## src/rtl/div_seq.sv

```systemverilog
// Multi-cycle restoring divider (signed/unsigned) with a FREE/BY_ZERO/ON/END handshake FSM.
// Produces {remainder, quotient} after DW shift-subtract iterations; annul_i flushes the in-flight operation.
module div_seq #(
  parameter int DW = 32
) (
  input  logic            clk,
  input  logic            rst,
  input  logic            signed_div_i,
  input  logic [DW-1:0]   opdata1_i,
  input  logic [DW-1:0]   opdata2_i,
  input  logic            start_i,
  input  logic            annul_i,
  output logic [2*DW-1:0] result_o,
  output logic            ready_o
);

  localparam int CW = $clog2(DW + 1);

  typedef enum logic [1:0] {
    FREE    = 2'd0,
    BY_ZERO = 2'd1,
    ON      = 2'd2,
    END     = 2'd3
  } state_t;

  state_t          state_reg, state_next;
  logic [CW-1:0]   cnt_reg, cnt_next;
  logic            signed_reg, signed_next;
  logic            sign1_reg, sign1_next;
  logic            sign2_reg, sign2_next;
  logic [DW-1:0]   dvs_reg, dvs_next;
  logic [DW-1:0]   rem_reg, rem_next;
  logic [DW-1:0]   quo_reg, quo_next;
  logic [2*DW-1:0] result_reg, result_next;
  logic            ready_reg, ready_next;

  logic [DW:0]     shifted;
  logic [DW:0]     trial;
  logic [DW-1:0]   mag1;
  logic [DW-1:0]   mag2;
  logic [DW-1:0]   quo_fix;
  logic [DW-1:0]   rem_fix;

  always_comb begin
    // Datapath helpers, evaluated unconditionally.
    shifted = {rem_reg, quo_reg[DW-1]};
    trial   = shifted - {1'b0, dvs_reg};
    mag1    = (signed_div_i && opdata1_i[DW-1]) ? -opdata1_i : opdata1_i;
    mag2    = (signed_div_i && opdata2_i[DW-1]) ? -opdata2_i : opdata2_i;
    quo_fix = (signed_reg && (sign1_reg ^ sign2_reg)) ? -quo_reg : quo_reg;
    rem_fix = (signed_reg && sign1_reg) ? -rem_reg : rem_reg;

    state_next  = state_reg;
    cnt_next    = cnt_reg;
    signed_next = signed_reg;
    sign1_next  = sign1_reg;
    sign2_next  = sign2_reg;
    dvs_next    = dvs_reg;
    rem_next    = rem_reg;
    quo_next    = quo_reg;
    result_next = result_reg;
    ready_next  = ready_reg;

    case (state_reg)
      FREE: begin
        result_next = '0;
        ready_next  = 1'b0;
        if (start_i && !annul_i) begin
          if (opdata2_i == '0) begin
            state_next = BY_ZERO;
          end else begin
            state_next  = ON;
            signed_next = signed_div_i;
            sign1_next  = opdata1_i[DW-1];
            sign2_next  = opdata2_i[DW-1];
            dvs_next    = mag2;
            rem_next    = '0;
            quo_next    = mag1;
            cnt_next    = '0;
          end
        end
      end
      BY_ZERO: begin
        result_next = '0;
        if (annul_i) begin
          state_next = FREE;
          ready_next = 1'b0;
        end else begin
          state_next = END;
          ready_next = 1'b1;
        end
      end
      ON: begin
        if (annul_i) begin
          state_next  = FREE;
          cnt_next    = '0;
          result_next = '0;
          ready_next  = 1'b0;
        end else if (cnt_reg == CW'(DW)) begin
          state_next  = END;
          result_next = {rem_fix, quo_fix};
          ready_next  = 1'b1;
        end else begin
          // Quotient bits shift in at the bottom while dividend bits leave at the top.
          if (!trial[DW]) begin
            rem_next = trial[DW-1:0];
            quo_next = {quo_reg[DW-2:0], 1'b1};
          end else begin
            rem_next = shifted[DW-1:0];
            quo_next = {quo_reg[DW-2:0], 1'b0};
          end
          cnt_next = cnt_reg + CW'(1);
        end
      end
      END: begin
        if (!start_i) begin
          state_next  = FREE;
          result_next = '0;
          ready_next  = 1'b0;
        end
      end
      default: begin
        state_next  = FREE;
        result_next = '0;
        ready_next  = 1'b0;
      end
    endcase
  end

  always_ff @(posedge clk) begin
    if (rst) begin
      state_reg  <= FREE;
      cnt_reg    <= '0;
      signed_reg <= 1'b0;
      sign1_reg  <= 1'b0;
      sign2_reg  <= 1'b0;
      dvs_reg    <= '0;
      rem_reg    <= '0;
      quo_reg    <= '0;
      result_reg <= '0;
      ready_reg  <= 1'b0;
    end else begin
      state_reg  <= state_next;
      cnt_reg    <= cnt_next;
      signed_reg <= signed_next;
      sign1_reg  <= sign1_next;
      sign2_reg  <= sign2_next;
      dvs_reg    <= dvs_next;
      rem_reg    <= rem_next;
      quo_reg    <= quo_next;
      result_reg <= result_next;
      ready_reg  <= ready_next;
    end
  end

  assign result_o = result_reg;
  assign ready_o  = ready_reg;

endmodule

```

## config.mk

```make
export PLATFORM = sky130hd
export DESIGN_NAME = div_seq
export DESIGN_NICKNAME = d
export VERILOG_FILES = /design/src/rtl/div_seq.sv
export SDC_FILE = /design/constraint.sdc
export NUM_CORES = 1
export LEC_CHECK = 0
export BUFFER_PORTS_ARGS = -buffer_cell sky130_fd_sc_hd__buf_4
export CAP_MARGIN = 20
export CORE_MARGIN = 2
export CORE_UTILIZATION = 40
export DETAILED_ROUTE_END_ITERATION = 10
export HOLD_SLACK_MARGIN = 0.12
export PLACE_DENSITY = 0.56
export SLEW_MARGIN = 0
export SYNTH_ARGS = -nofsm -noshare
export SYNTH_HDL_FRONTEND = slang
export SYNTH_SLANG_ARGS = --single-unit
```

## constraint.sdc

```tcl
create_clock -name clk -period 3.39 [get_ports clk]
set_input_delay 0.339 -clock clk [delete_from_list [all_inputs] [get_ports clk]]
set_output_delay 0.339 -clock clk [all_outputs]
set_load 0.02 [all_outputs]
```

After elaboration in Yosys (flattened, before gate mapping). Index checks and enable logic that the tools add are counted.

Flip-flop bits (word level): 172. Bits in latches: 0. Memory bits (writable): 0. ROM bits: 0. Bits of input ports: 69. Output and inout bits: 65. Word-level logic and storage cells: 81. Memories kept: 0.

Add/subtract/negate cells: 6. $mul: 0. Div/mod/pow operators: 0. Order comparisons: 0. Equal/unequal tests: 11. Shifts and indexed selects: 0. Muxes and demuxes: 37. Bitwise logic cells: 2. Reduce and logical (&&, ||, !) cells: 15.

Operator list (count): $mux W32 (13); $mux W64 (3); $pmux W64 S3 (1); $neg A32 Y32 (4); $pmux W32 S2 (2); $sub A33 B32 Y33 (1); $logic_not A32 Y1 (1); $mux W6 (4); $mux W2 (6); $pmux W6 S2 (1); $ne A2 B2 Y1 const B (5); $pmux W2 S4 (1); $add A6 B1 Y6 const B (1); $eq A6 B6 Y1 const B (1); $ne A3 B3 Y1 const B (2); $reduce_and A3 Y1 (2); $logic_and A1 B1 Y1 (5); $mux W1 (5); $reduce_and A5 Y1 (1); $eq A2 B2 Y1 const B (2); $pmux W1 S4 (1); $reduce_and A4 Y1 (1); $eq A2 B1 Y1 const B (1); $logic_not A2 Y1 (1); 6 further kinds (6).

Logic depth before layout (Yosys ltp). Gate-level depths: netlist of run 1.

Word-level depth: 6. Mapped depth: 13. Mapped depth without buffers: 12.

Least setup slack after synthesis of run 1. No wires, ideal clock.

Path type: flip-flop to flip-flop. Start: register quo_reg[31]. End: register rem_reg[0]. Setup time: 0.122 ns. Data arrival time: 2.802 ns. Data required time: 3.268 ns. Setup slack: 0.466 ns. Cell stages (with the launch flop): 13. Path buffers: 1. Period minus slack after synthesis: 2.924 ns. Cells stage by stage: dfxtp_1 -> inv_1 -> ha_1 -> fa_1 -> nor2b_1 -> o31a_1 -> o211ai_2 -> a2111oi_4 -> o21ai_2 -> mux2i_2 -> o2111ai_2 -> buf_2 -> a221o_1.

Cells in the longest elaborated chain, start to end: 5.

RTL lines: start, declared (line 33) `logic [DW-1:0] quo_reg, quo_next;`; start signal, assigned (line 150) `quo_reg <= quo_next;`; $sub A33 B32 Y33 (line 47) `trial = shifted - {1'b0, dvs_reg};`; $mux W32 (*) (line 105) `if (!trial[DW]) begin`; $mux W32 (*) (line 99) `end else if (cnt_reg == CW'(DW)) begin`; $mux W32 (*) (line 94) `if (annul_i) begin`; $pmux W32 S2 (*) (line 64) `case (state_reg)`; end signal, assigned (line 149) `rem_reg <= rem_next;`; end, declared (line 32) `logic [DW-1:0] rem_reg, rem_next;`.

Mark *: on every way between the ends. The rest lies on a longest branch, timed or not. The select of a mux whose other input is x is not followed. A chain may end at the register's enable or synchronous reset.

Worst setup path in the final report of run 1.
Start: register rem_reg[6]. End: register rem_reg[18].

Cells in the longest elaborated chain, start to end: 5.

RTL lines (line): $sub A33 B32 Y33 (47); $mux W32 (105); $mux W32 (99); $mux W32 (94); $pmux W32 S2 (64).

No other way between the ends. The select of a mux whose other input is x is not followed.

==> results of run 1 <==
synthesized netlist by cell type (14+ instances only):
cell type                  instances  area (µm²)
sky130_fd_sc_hd__mux2i_1          28       280.3
sky130_fd_sc_hd__o31ai_1          18       135.1
sky130_fd_sc_hd__nand3_1          15       75.07
sky130_fd_sc_hd__a21o_1           20       150.1
sky130_fd_sc_hd__inv_1            61       229.0
sky130_fd_sc_hd__dfxtp_1         172        3443
sky130_fd_sc_hd__xnor2_1          88       770.7
sky130_fd_sc_hd__nor3_1           28       140.1
sky130_fd_sc_hd__nor4_1           14       87.58
sky130_fd_sc_hd__xor2_1           53       464.2
sky130_fd_sc_hd__nor2_1          164       615.6
sky130_fd_sc_hd__o21ai_0          94       470.5
sky130_fd_sc_hd__clkbuf_1         69       259.0
sky130_fd_sc_hd__ha_1             41       513.0
sky130_fd_sc_hd__nand2_1         160       600.6
sky130_fd_sc_hd__a21oi_1         108       540.5
sky130_fd_sc_hd__a211oi_1         35       262.8
sky130_fd_sc_hd__a22oi_1          54       405.4
repair_timing:
item                                   in CTS  in global routing
setup endpoints to repair                   0                 12
endpoints found under the hold margin       0                  0
gates resized for setup                     0                  8
setup buffers                               0                  5
kinds of logic after synthesis:
| group | after synthesis | synth area share (%) |
|---|---|---|
| multiplexers | 29 | 2.641 |
| buffers and inverters | 148 | 5.136 |
| XOR/XNOR | 141 | 11.09 |
| adder cells (fa/ha/maj) | 42 | 4.788 |
| flip-flops | 172 | 30.93 |
| AND/OR/NAND/NOR | 477 | 20.26 |
| AO/OA/AOI/OAI | 423 | 25.15 |
per-layer routing:
metal,part of all wire [%],vias up
met5,0,-
met4,1.7,0
met3,4.8,38
met2,44,274
met1,49,4995
li1,-,5329
worst max path at each step:
stage,startpoint,end,cells after the start
floorplan,quo_reg[31],rem_reg[0],12
global placement,quo_reg[31],rem_reg[1],12
finish,rem_reg[6],rem_reg[18],11
CTS,quo_reg[31],rem_reg[18],13
global route,dvs_reg[16],rem_reg[18],12
detailed placement,quo_reg[31],rem_reg[1],12
cell type report:
| cell class | count | area share [%] |
|---|---|---|
| Multi-Input combinational cell | 1112 | 53.38 |
| Sequential cell | 172 | 25.58 |
| Inverter | 61 | 1.700 |
| Tap cell | 378 | 3.511 |
| Timing Repair Buffer | 186 | 11.28 |
| Clock buffer | 17 | 3.158 |
| Clock inverter | 15 | 1.402 |
metrics by stage:
step	worst slack, ns	util [%]	TNS [ns]	cells	hold WS, ns
final	0.1381	48.76	0	1941	0.1866
after global routing	-0.03301	48.76	-0.2405	1941	0.1886
after CTS	0.1719	48.26	0	1933	0.1708
after detailed placement	0.1867	46.03	0	1901	0.4630
after global placement	0.2484	46.03	0	1901	0.4513
after floorplan	0.4660	-	0	1432	0.4461
power groups by stage:
stage	sequential, mW	clock, mW	combinational (mW)
2_1_floorplan	2.32	0	1.81
6_report	2.32	2.02	2.61
3_5_place_dp	2.36	0	2.50
4_1_cts	2.32	2.06	2.52
3_3_place_gp	2.36	0	2.51
5_1_grt	2.34	2.14	2.89
worst reg2reg max path, cell delays in order, from the launching register on:
cell and delay [ns]:
sky130_fd_sc_hd__dfxtp_1 0.49, sky130_fd_sc_hd__ha_1 0.37, sky130_fd_sc_hd__a21o_1 0.22, sky130_fd_sc_hd__a211oi_1 0.25
sky130_fd_sc_hd__o21a_2 0.24, sky130_fd_sc_hd__a2111oi_4 0.08, sky130_fd_sc_hd__o21ai_2 0.24, sky130_fd_sc_hd__mux2i_2 0.34
sky130_fd_sc_hd__o2111ai_4 0.32, sky130_fd_sc_hd__buf_12 0.26, sky130_fd_sc_hd__mux2i_1 0.12, sky130_fd_sc_hd__a22o_1 0.20
==> run summary, run 1 <==
Class of the worst hold path: input pin to flip-flop
Average footprint of a synthesized cell: 7.775 µm²
Category of cells accounting for the largest share of critical-path delay: compound AO/OA/AOI/OAI gates
Register share of total power: 33.4%
Die ar.: 29180 µm²
Post-detailed-route DRC marker count: 0
Hold violation total from the final report: 0
Vias: 10640
Effective utilization at floorplan: 40.30%
Cell area reported after detailed placement: 12720 µm²
Number of antenna cells inserted: 0
Number of DRC violations after detailed-routing iteration 0: 784
Rel. slew slack: 41.96%
Number of global-route vias before repair: 9813
Global-route wire length before repair: 53740 µm
P_leak: 5.326 nW
Cell area after layout: 13470 µm²
Number of endpoints failing setup at the final stage: 0
Initial antenna violation count: 0
Outcome: completed
Bufs on Longest Clock Path: 2
Post-Syn Nets: 1543
Number of flip-flops and latches in the synthesized netlist: 172
Hold depth: 3
Overall track demand over capacity in global routing: 23.24%
Maximum clock rate: 0.3075 GHz
Number of distinct standard cells referenced by the synthesized netlist: 80
Pin slew with the least headroom to its limit: 0.8707 ns
Critical path cell sequence: ha_1 -> a21o_1 -> a211oi_1 -> o21a_2 -> a2111oi_4 -> o21ai_2 -> mux2i_2 -> o2111ai_4 -> buf_12 -> mux2i_1 -> a22o_1
Largest vdd supply drop: 0.3625 mV
Minimum clock period after layout: 3.252 ns
Hold endpoint: sign1_reg
Largest stage delay on the critical path: 0.49 ns
Standard cell with the maximum stage delay on the critical path: sky130_fd_sc_hd__dfxtp_1
Post-detailed-route via-to-cell ratio: 5.480
Share of synthesized area occupied by flip-flops and latches: 30.93%
Critical path start-end classification: flip-flop to flip-flop
Number of buffer cells added on primary ports: 133
Warning count from the yosys run: 0
Fraction of registers with async set or reset after synthesis: 0%
Area taken by flip-flops and latches: 3446 µm²
Fraction of power consumed by combinational cells: 37.6%
HPWL after detailed placement: 25880 µm
Met1 track demand over resource: 34.05%
Synthesized area: 11130 µm²
Switching component of the power: 2.761 mW
Antenna violation net count after detailed routing: 0
Footprint of the multi-input gates: 7191 µm²
Pint: 4.187 mW
Weighted congestion reported at the end of routability-driven placement: 0.8898
Highest-count cells in the layout ignoring fill and taps: sky130_fd_sc_hd__buf_4, sky130_fd_sc_hd__dfxtp_1, sky130_fd_sc_hd__nor2_1
Aggregate global routing overflow: 0
Sink count of the clock tree: 172
Final net count: 1661
Worst R2R Path Depth: 11
Busiest layer in global routing: met2
Pwr Total: 6.948 mW
Ys flop type: sky130_fd_sc_hd__dfxtp_1
Sw frac: 39.74%
Top fanout value on the critical path: 8
Setup slack of the worst register-to-register path: 0.14 ns
Met3 layer usage reported by global route: 3.331%
TritonRoute pass-1 iters: 5
Required time of the worst setup path: 3.72 ns
Cells after synthesis: 1432
Cell area power density: 515.8 nW/µm²
GR Util met2: 35.86%
Layout Area Growth over Synthesis: 21.00%
Number of core rows: 61
Max FFs per register: 64
Capture point of the worst reg-to-reg path: rem_reg[18]
Largest net degree at the start of global routing: 69
Clock power share: 29.0%
Ratio of final minimum period to clock period: 95.93%
Commonest non-fill, non-tap cell in the layout: sky130_fd_sc_hd__buf_4
Later-pin clock latency in the skew report: 0.44 ns
Type of destination of the critical path: flip-flop
Clock tree from TritonCTS: done
Number of primary I/O pins: 134
Die Y-Extent: 170.8 µm
Worst clock skew on the final layout: 0.01505 ns
Hold-fix buffers at CTS: 0
WL final: 34470 µm
Crit path launch type: flip-flop
FF-to-FF Start: rem_reg[6]
Max Slew Vio Count: 0
Origin of the worst min-delay path: opdata1_i[31]
Post-synth EDFFs: 0
Maximum level of the CTS H-tree: 4
CTS clk-pin slew, worst paths: 0.08 ns
Core area: 27630 µm²
Fraction of layout cells with a size suffix above 1: 16.51%
Number of buffers inserted during clock tree synthesis: 17
Count of filler cells inserted in the layout: 2776
Buf/Inv on CP: 1
Data arrival at the endpoint of the critical path: 3.58 ns
Number of max-cap violations: 0
Wire length per cell: 17.76 µm
Buffer cell driving the clock tree root: sky130_fd_sc_hd__clkbuf_16
Die outline width: 170.8 µm
No activity file was read; power rests on OpenSTA's default activity.
==> run 2: changes to the inputs <==
- clock period: 3.39 -> 4.1 ns (I/O delays scaled with it)
==> run 2 against run 1 <==
Against the previous run:
- critical path depth stayed put
- fmax is 13% lower
- sequential share of layout area is 0.65 points higher
- core utilization is 1.2 points lower
- wire length is 2.4% lower
- first-iteration DRC count is 21% lower
- setup slack better by 0.23 ns
- total power is 19% lower
- die area stayed put
- cell count is 1.3% lower
==> run summary, run 2 (same netlist as run 1, synthesis figures left out) <==
Largest net degree at the start of global routing: 70 (+1.4%)
Core area: 27630 µm² (unchanged)
Worst clock skew on the final layout: 0.01559 ns (+0.0005377 ns)
Max Slew Vio Count: 0 (unchanged)
Vias: 10480 (-1.5%)
Bufs on Longest Clock Path: 2 (unchanged)
Fraction of power consumed by combinational cells: 36.3% (-1.3 points)
Pint: 3.373 mW (-19%)
Max FFs per register: 64 (unchanged)
Aggregate global routing overflow: 0 (unchanged)
Number of buffer cells added on primary ports: 133 (unchanged)
Global-route wire length before repair: 53860 µm (+0.22%)
Highest-count cells in the layout ignoring fill and taps: sky130_fd_sc_hd__dfxtp_1, sky130_fd_sc_hd__nor2_1, sky130_fd_sc_hd__nand2_1
Pin slew with the least headroom to its limit: 1.113 ns (+0.2428 ns)
Wire length per cell: 17.58 µm (-1.0%)
Final net count: 1635 (-1.6%)
Ratio of final minimum period to clock period: 91.01% (-4.9 points)
Fraction of layout cells with a size suffix above 1: 14.77% (-1.7 points)
Number of gates resized after CTS: 0 (unchanged)
Number of primary I/O pins: 134 (unchanged)
TritonRoute pass-1 iters: 5 (unchanged)
Die ar.: 29180 µm² (unchanged)
Number of endpoints failing setup at the final stage: 0 (unchanged)
Maximum clock rate: 0.2680 GHz (-13%)
Critical path start-end classification: flip-flop to flip-flop
Required time of the worst setup path: 4.40 ns (+0.68 ns)
P_leak: 5.150 nW (-3.3%)
Sw frac: 40.05% (+0.31 points)
Top fanout value on the critical path: 29 (+21)
Type of destination of the critical path: flip-flop
Weighted congestion reported at the end of routability-driven placement: 0.8507 (-4.4%)
Setup TNS: 0 ns (unchanged)
HPWL after detailed placement: 25510 µm (-1.4%)
Count of buffers added by post-CTS timing repair for setup: 0 (unchanged)
Maximum level of the CTS H-tree: 4 (unchanged)
Class of the worst hold path: input pin to flip-flop
RSZ-0062 raised after global routing: false
Hold-fix buffers at CTS: 0 (unchanged)
Layout Area Growth over Synthesis: 17.90%
Minimum clock period after layout: 3.731 ns (+0.4794 ns)
Post-detailed-route DRC marker count: 0 (unchanged)
Crit path launch type: flip-flop
Post-detailed-route via-to-cell ratio: 5.470 (-0.17%)
Cell area power density: 428.6 nW/µm² (-17%)
Number of max-cap violations: 0 (unchanged)
Number of core rows: 61 (unchanged)
Switching component of the power: 2.253 mW (-18%)
Number of global-route vias before repair: 9736 (-0.78%)
Number of buffers inserted during clock tree synthesis: 17 (unchanged)
Final standard cell utilization of the core: 47.51% (-1.2 points)
Register share of total power: 34.3% (+0.9 points)
Initial antenna violation count: 0 (unchanged)
Later-pin clock latency in the skew report: 0.45 ns (about the same)
Number of antenna cells inserted: 0 (unchanged)
Buffer cell driving the clock tree root: sky130_fd_sc_hd__clkbuf_16
Clock power share: 29.4% (+0.4 points)
Number of DRC violations after detailed-routing iteration 0: 623 (-21%)
Overall track demand over capacity in global routing: 23.36% (+0.11 points)
Pwr Total: 5.627 mW (-19%)
Die outline width: 170.8 µm (unchanged)
Largest vdd supply drop: 0.4048 mV (+12%)
Commonest non-fill, non-tap cell in the layout: sky130_fd_sc_hd__dfxtp_1
Data arrival at the endpoint of the critical path: 4.03 ns (+0.45 ns)
WL final: 33660 µm (-2.4%)
Outcome: completed
Antenna violation net count after detailed routing: 0 (unchanged)
Effective utilization at floorplan: 40.30% (unchanged)
Sink count of the clock tree: 172 (unchanged)
CTS clk-pin slew, worst paths: 0.08 ns (about the same)
Hold violation total from the final report: 0 (unchanged)
Rel. slew slack: 25.74% (-16 points)
Die Y-Extent: 170.8 µm (unchanged)
Hold slack: 0.2226 ns (+0.03599 ns)
Clock tree from TritonCTS: done
## run 2: worst paths after layout
kind                 end  cells after the start   startpoint  slack, ns
max           rem_reg[7]                     11  rem_reg[15]       0.37
min          dvs_reg[31]                      2          rst       0.22
max reg2reg   rem_reg[7]                     11  rem_reg[15]       0.37
min reg2reg  dvs_reg[31]                      2  dvs_reg[31]       0.47
## run 2: per-stage QoR
| step | setup WS (ns) | instances | area (µm²) |
|---|---|---|---|
| global placement | 0.4596 | 1883 | 12530 |
| finish | 0.3687 | 1915 | 13130 |
| floorplan | 1.176 | 1432 | 11130 |
| CTS | 0.3914 | 1915 | 13130 |
| detailed placement | 0.4156 | 1883 | 12530 |
| global route | 0.09193 | 1915 | 13130 |
## run 2: area by class of cell
type                       instances  area [µm²]
sequential                       172        3443
clock buffer                      17       425.4
inverter                          61       229.0
fill                            2812       14500
multi-input combinational       1112        7174
clock inverter                    15       167.7
timing repair buffer             160        1214
tap                              378       473.0
## run 2: worst max-delay path: stages (launching register included)
cell                        delay, ns
sky130_fd_sc_hd__dfxtp_1         0.52
sky130_fd_sc_hd__ha_1            0.37
sky130_fd_sc_hd__and3_1          0.19
sky130_fd_sc_hd__a221o_1         0.37
sky130_fd_sc_hd__a21oi_1         0.19
sky130_fd_sc_hd__o211ai_1        0.11
sky130_fd_sc_hd__o21ai_2         0.27
sky130_fd_sc_hd__mux2i_2         0.33
sky130_fd_sc_hd__o2111ai_4       0.60
sky130_fd_sc_hd__buf_4           0.41
sky130_fd_sc_hd__mux2i_1         0.15
sky130_fd_sc_hd__o21ai_0         0.08
## run 2: power groups by stage
stage | Clock (mW) | Combinational (mW) | Sequential (mW)
after global placement | 0 | 2.02 | 1.96
after floorplan | 0 | 1.50 | 1.92
after global routing | 1.75 | 2.28 | 1.95
after CTS | 1.68 | 2.03 | 1.93
after detailed placement | 0 | 2.02 | 1.97
final | 1.65 | 2.04 | 1.93
## run 2: metal layers
metal | share of wire [%] | wire length (µm) | track usage, % | up-vias
met1 | 51 | 17050 | 35.00 | 4943
met3 | 3.9 | 1322 | 2.799 | 24
li1 | - | - | - | 5291
met5 | 0 | 0 | 0 | -
met2 | 44 | 14950 | 35.94 | 218
met4 | 1.0 | 341 | 4.679 | 0
==> run 3: changes to the inputs <==
- MAX_ROUTING_LAYER: unset -> met4
==> run 3 against run 2 <==
Against the previous run:
- total power is 0.59% higher
- sequential share of layout area is 0.050 points lower
- sequential power hardly changed
- core utilization is 0.091 points higher
- wire length hardly changed
- register-to-register slack hardly changed
- first-iteration DRC count is 16% higher
- critical path depth is 2 higher
- setup slack worse by 0.0031 ns
- cell count is 0.10% lower
- global-route usage is 0.39 points higher
- hold slack better by 0.031 ns
- highest routed layer unchanged
==> run summary, run 3 (same netlist as run 1, synthesis figures left out) <==
Outcome: completed
Wire length per cell: 17.59 µm (about the same)
Commonest non-fill, non-tap cell in the layout: sky130_fd_sc_hd__dfxtp_1
Worst clock skew on the final layout: 0.01849 ns (+0.002903 ns)
Pwr Total: 5.660 mW (+0.59%)
WL final: 33640 µm (about the same)
Aggregate global routing overflow: 0 (unchanged)
Max FFs per register: 64 (unchanged)
Worst-case setup margin in the final layout: 0.3656 ns (-0.003135 ns)
Minimum clock period after layout: 3.734 ns (+0.003135 ns)
Type of destination of the critical path: flip-flop
Pin slew with the least headroom to its limit: 1.050 ns (-0.06354 ns)
Count of filler cells inserted in the layout: 2805 (-0.25%)
Hold violation total from the final report: 0 (unchanged)
Number of primary I/O pins: 134 (unchanged)
Fraction of layout cells with a size suffix above 1: 14.66% (-0.11 points)
Later-pin clock latency in the skew report: 0.45 ns (about the same)
Weighted congestion reported at the end of routability-driven placement: 0.8825 (+3.7%)
Number of max-cap violations: 0 (unchanged)
Sink count of the clock tree: 172 (unchanged)
Hold-fix buffers at CTS: 0 (unchanged)
Number of buffers inserted during clock tree synthesis: 17 (unchanged)
Maximum level of the CTS H-tree: 4 (unchanged)
Hold slack: 0.2535 ns (+0.03098 ns)
Top fanout value on the critical path: 28 (-3.4%)
Number of endpoints failing setup at the final stage: 0 (unchanged)
Number of global-route vias before repair: 9673 (-0.65%)
Critical path cell sequence: inv_1 -> ha_1 -> fa_1 -> nor2b_1 -> o31a_1 -> o211ai_2 -> a2111oi_4 -> o21ai_2 -> mux2i_2 -> o2111ai_4 -> buf_4 -> mux2i_1 -> o21ai_0
Initial antenna violation count: 0 (unchanged)
Die Y-Extent: 170.8 µm (unchanged)
Ratio of final minimum period to clock period: 91.08% (about the same)
Met3 layer usage reported by global route: 3.470% (+0.67 points)
TritonRoute pass-1 iters: 5 (unchanged)
GR Util met2: 34.89% (-1.1 points)
Busiest layer in global routing: met2
Critical path start-end classification: flip-flop to flip-flop
Largest net degree at the start of global routing: 93 (+33%)
Max Slew Vio Count: 0 (unchanged)
Class of the worst hold path: input pin to flip-flop
Bufs on Longest Clock Path: 2 (unchanged)
Die outline width: 170.8 µm (unchanged)
Clock tree from TritonCTS: done
Largest stage delay on the critical path: 0.58 ns (-0.02 ns)
Number of gates resized after CTS: 0 (unchanged)
Highest-count cells in the layout ignoring fill and taps: sky130_fd_sc_hd__dfxtp_1, sky130_fd_sc_hd__nor2_1, sky130_fd_sc_hd__nand2_1
Cell area power density: 430.4 nW/µm² (+0.40%)
Number of DRC violations after detailed-routing iteration 0: 721 (+16%)
Overall track demand over capacity in global routing: 23.74% (+0.39 points)
Count of buffers added by post-CTS timing repair for setup: 0 (unchanged)
Die ar.: 29180 µm² (unchanged)
Final net count: 1633 (-0.12%)
Crit path launch type: flip-flop
Maximum clock rate: 0.2678 GHz (about the same)
Required time of the worst setup path: 4.39 ns (about the same)
Setup TNS: 0 ns (unchanged)
Rel. slew slack: 29.98% (+4.2 points)
Setup slack of the worst register-to-register path: 0.37 ns (about the same)
Number of antenna cells inserted: 0 (unchanged)
HPWL after detailed placement: 25410 µm (-0.41%)
Vias: 10500 (+0.22%)
Area taken by flip-flops and latches: 3443 µm² (unchanged)
Footprint of the multi-input gates: 7174 µm² (unchanged)
Antenna violation net count after detailed routing: 0 (unchanged)
Met1 track demand over resource: 34.14% (-0.86 points)
Number of core rows: 61 (unchanged)
Buffer cell driving the clock tree root: sky130_fd_sc_hd__clkbuf_16
CTS clk-pin slew, worst paths: 0.08 ns (about the same)
Core area: 27630 µm² (unchanged)
Standard cell with the maximum stage delay on the critical path: sky130_fd_sc_hd__o2111ai_4
Largest vdd supply drop: 0.3425 mV (-15%)
Effective utilization at floorplan: 40.30% (unchanged)
Layout Area Growth over Synthesis: 18.13%
Final standard cell utilization of the core: 47.60% (+0.091 points)
Post-detailed-route DRC marker count: 0 (unchanged)
RSZ-0062 raised after global routing: false
Data arrival at the endpoint of the critical path: 4.02 ns (about the same)
Post-detailed-route via-to-cell ratio: 5.488 (+0.32%)
Pre-CTS worst setup slack: 0.4084 ns (-0.007221 ns)
P_leak: 5.150 nW (about the same)
Global-route wire length before repair: 53450 µm (-0.77%)
Number of buffer cells added on primary ports: 133 (unchanged)
-- run 3: per-layer routing --
metal | vias to the layer above | routed length [µm]
met5 | - | 0
met3 | 39 | 1431
met1 | 4927 | 16950
li1 | 5285 | -
met2 | 248 | 14600
met4 | 0 | 659
-- run 3: power breakdown --
| group | leakage, nW | internal [mW] | switching (mW) |
|---|---|---|---|
| registers | 1.39 | 1.79 | 0.140 |
| logic | 3.46 | 0.761 | 1.27 |
| clock network | 0.295 | 0.835 | 0.858 |
-- run 3: worst paths after layout --
kind / depth (start not counted) / end / start
max: 13 / rem_reg[5] / quo_reg[31]
min: 3 / sign1_reg / opdata1_i[31]
max reg2reg: 13 / rem_reg[5] / quo_reg[31]
min reg2reg: 2 / ready_o / ready_o
-- run 3: area by class of cell --
type | count | area share [%]
well taps | 378 | 3.596
multi-input cells | 1112 | 54.55
flip-flops and latches | 172 | 26.18
inverters | 61 | 1.741
clock inverters | 15 | 1.484
clock buffers | 17 | 3.235
repair buffers | 158 | 9.209
-- run 3: stage by stage --
stage / instance area [µm²] / instances
CTS: 13150 / 1913
floorplan: 11130 / 1432
finish: 13150 / 1913
detailed placement: 12530 / 1881
global route: 13150 / 1913
global placement: 12530 / 1881
-- run 3: critical path, delay by kind of cell (launching register included) --
| kind | cells | cell delay, ns |
|---|---|---|
| buffers and inverters | 2 | 0.46 |
| flip-flops | 1 | 0.31 |
| adder cells (fa/ha/maj) | 2 | 0.64 |
| multiplexers | 2 | 0.43 |
| AO/OA/AOI/OAI | 6 | 1.55 |
| AND/OR/NAND/NOR | 1 | 0.19 |
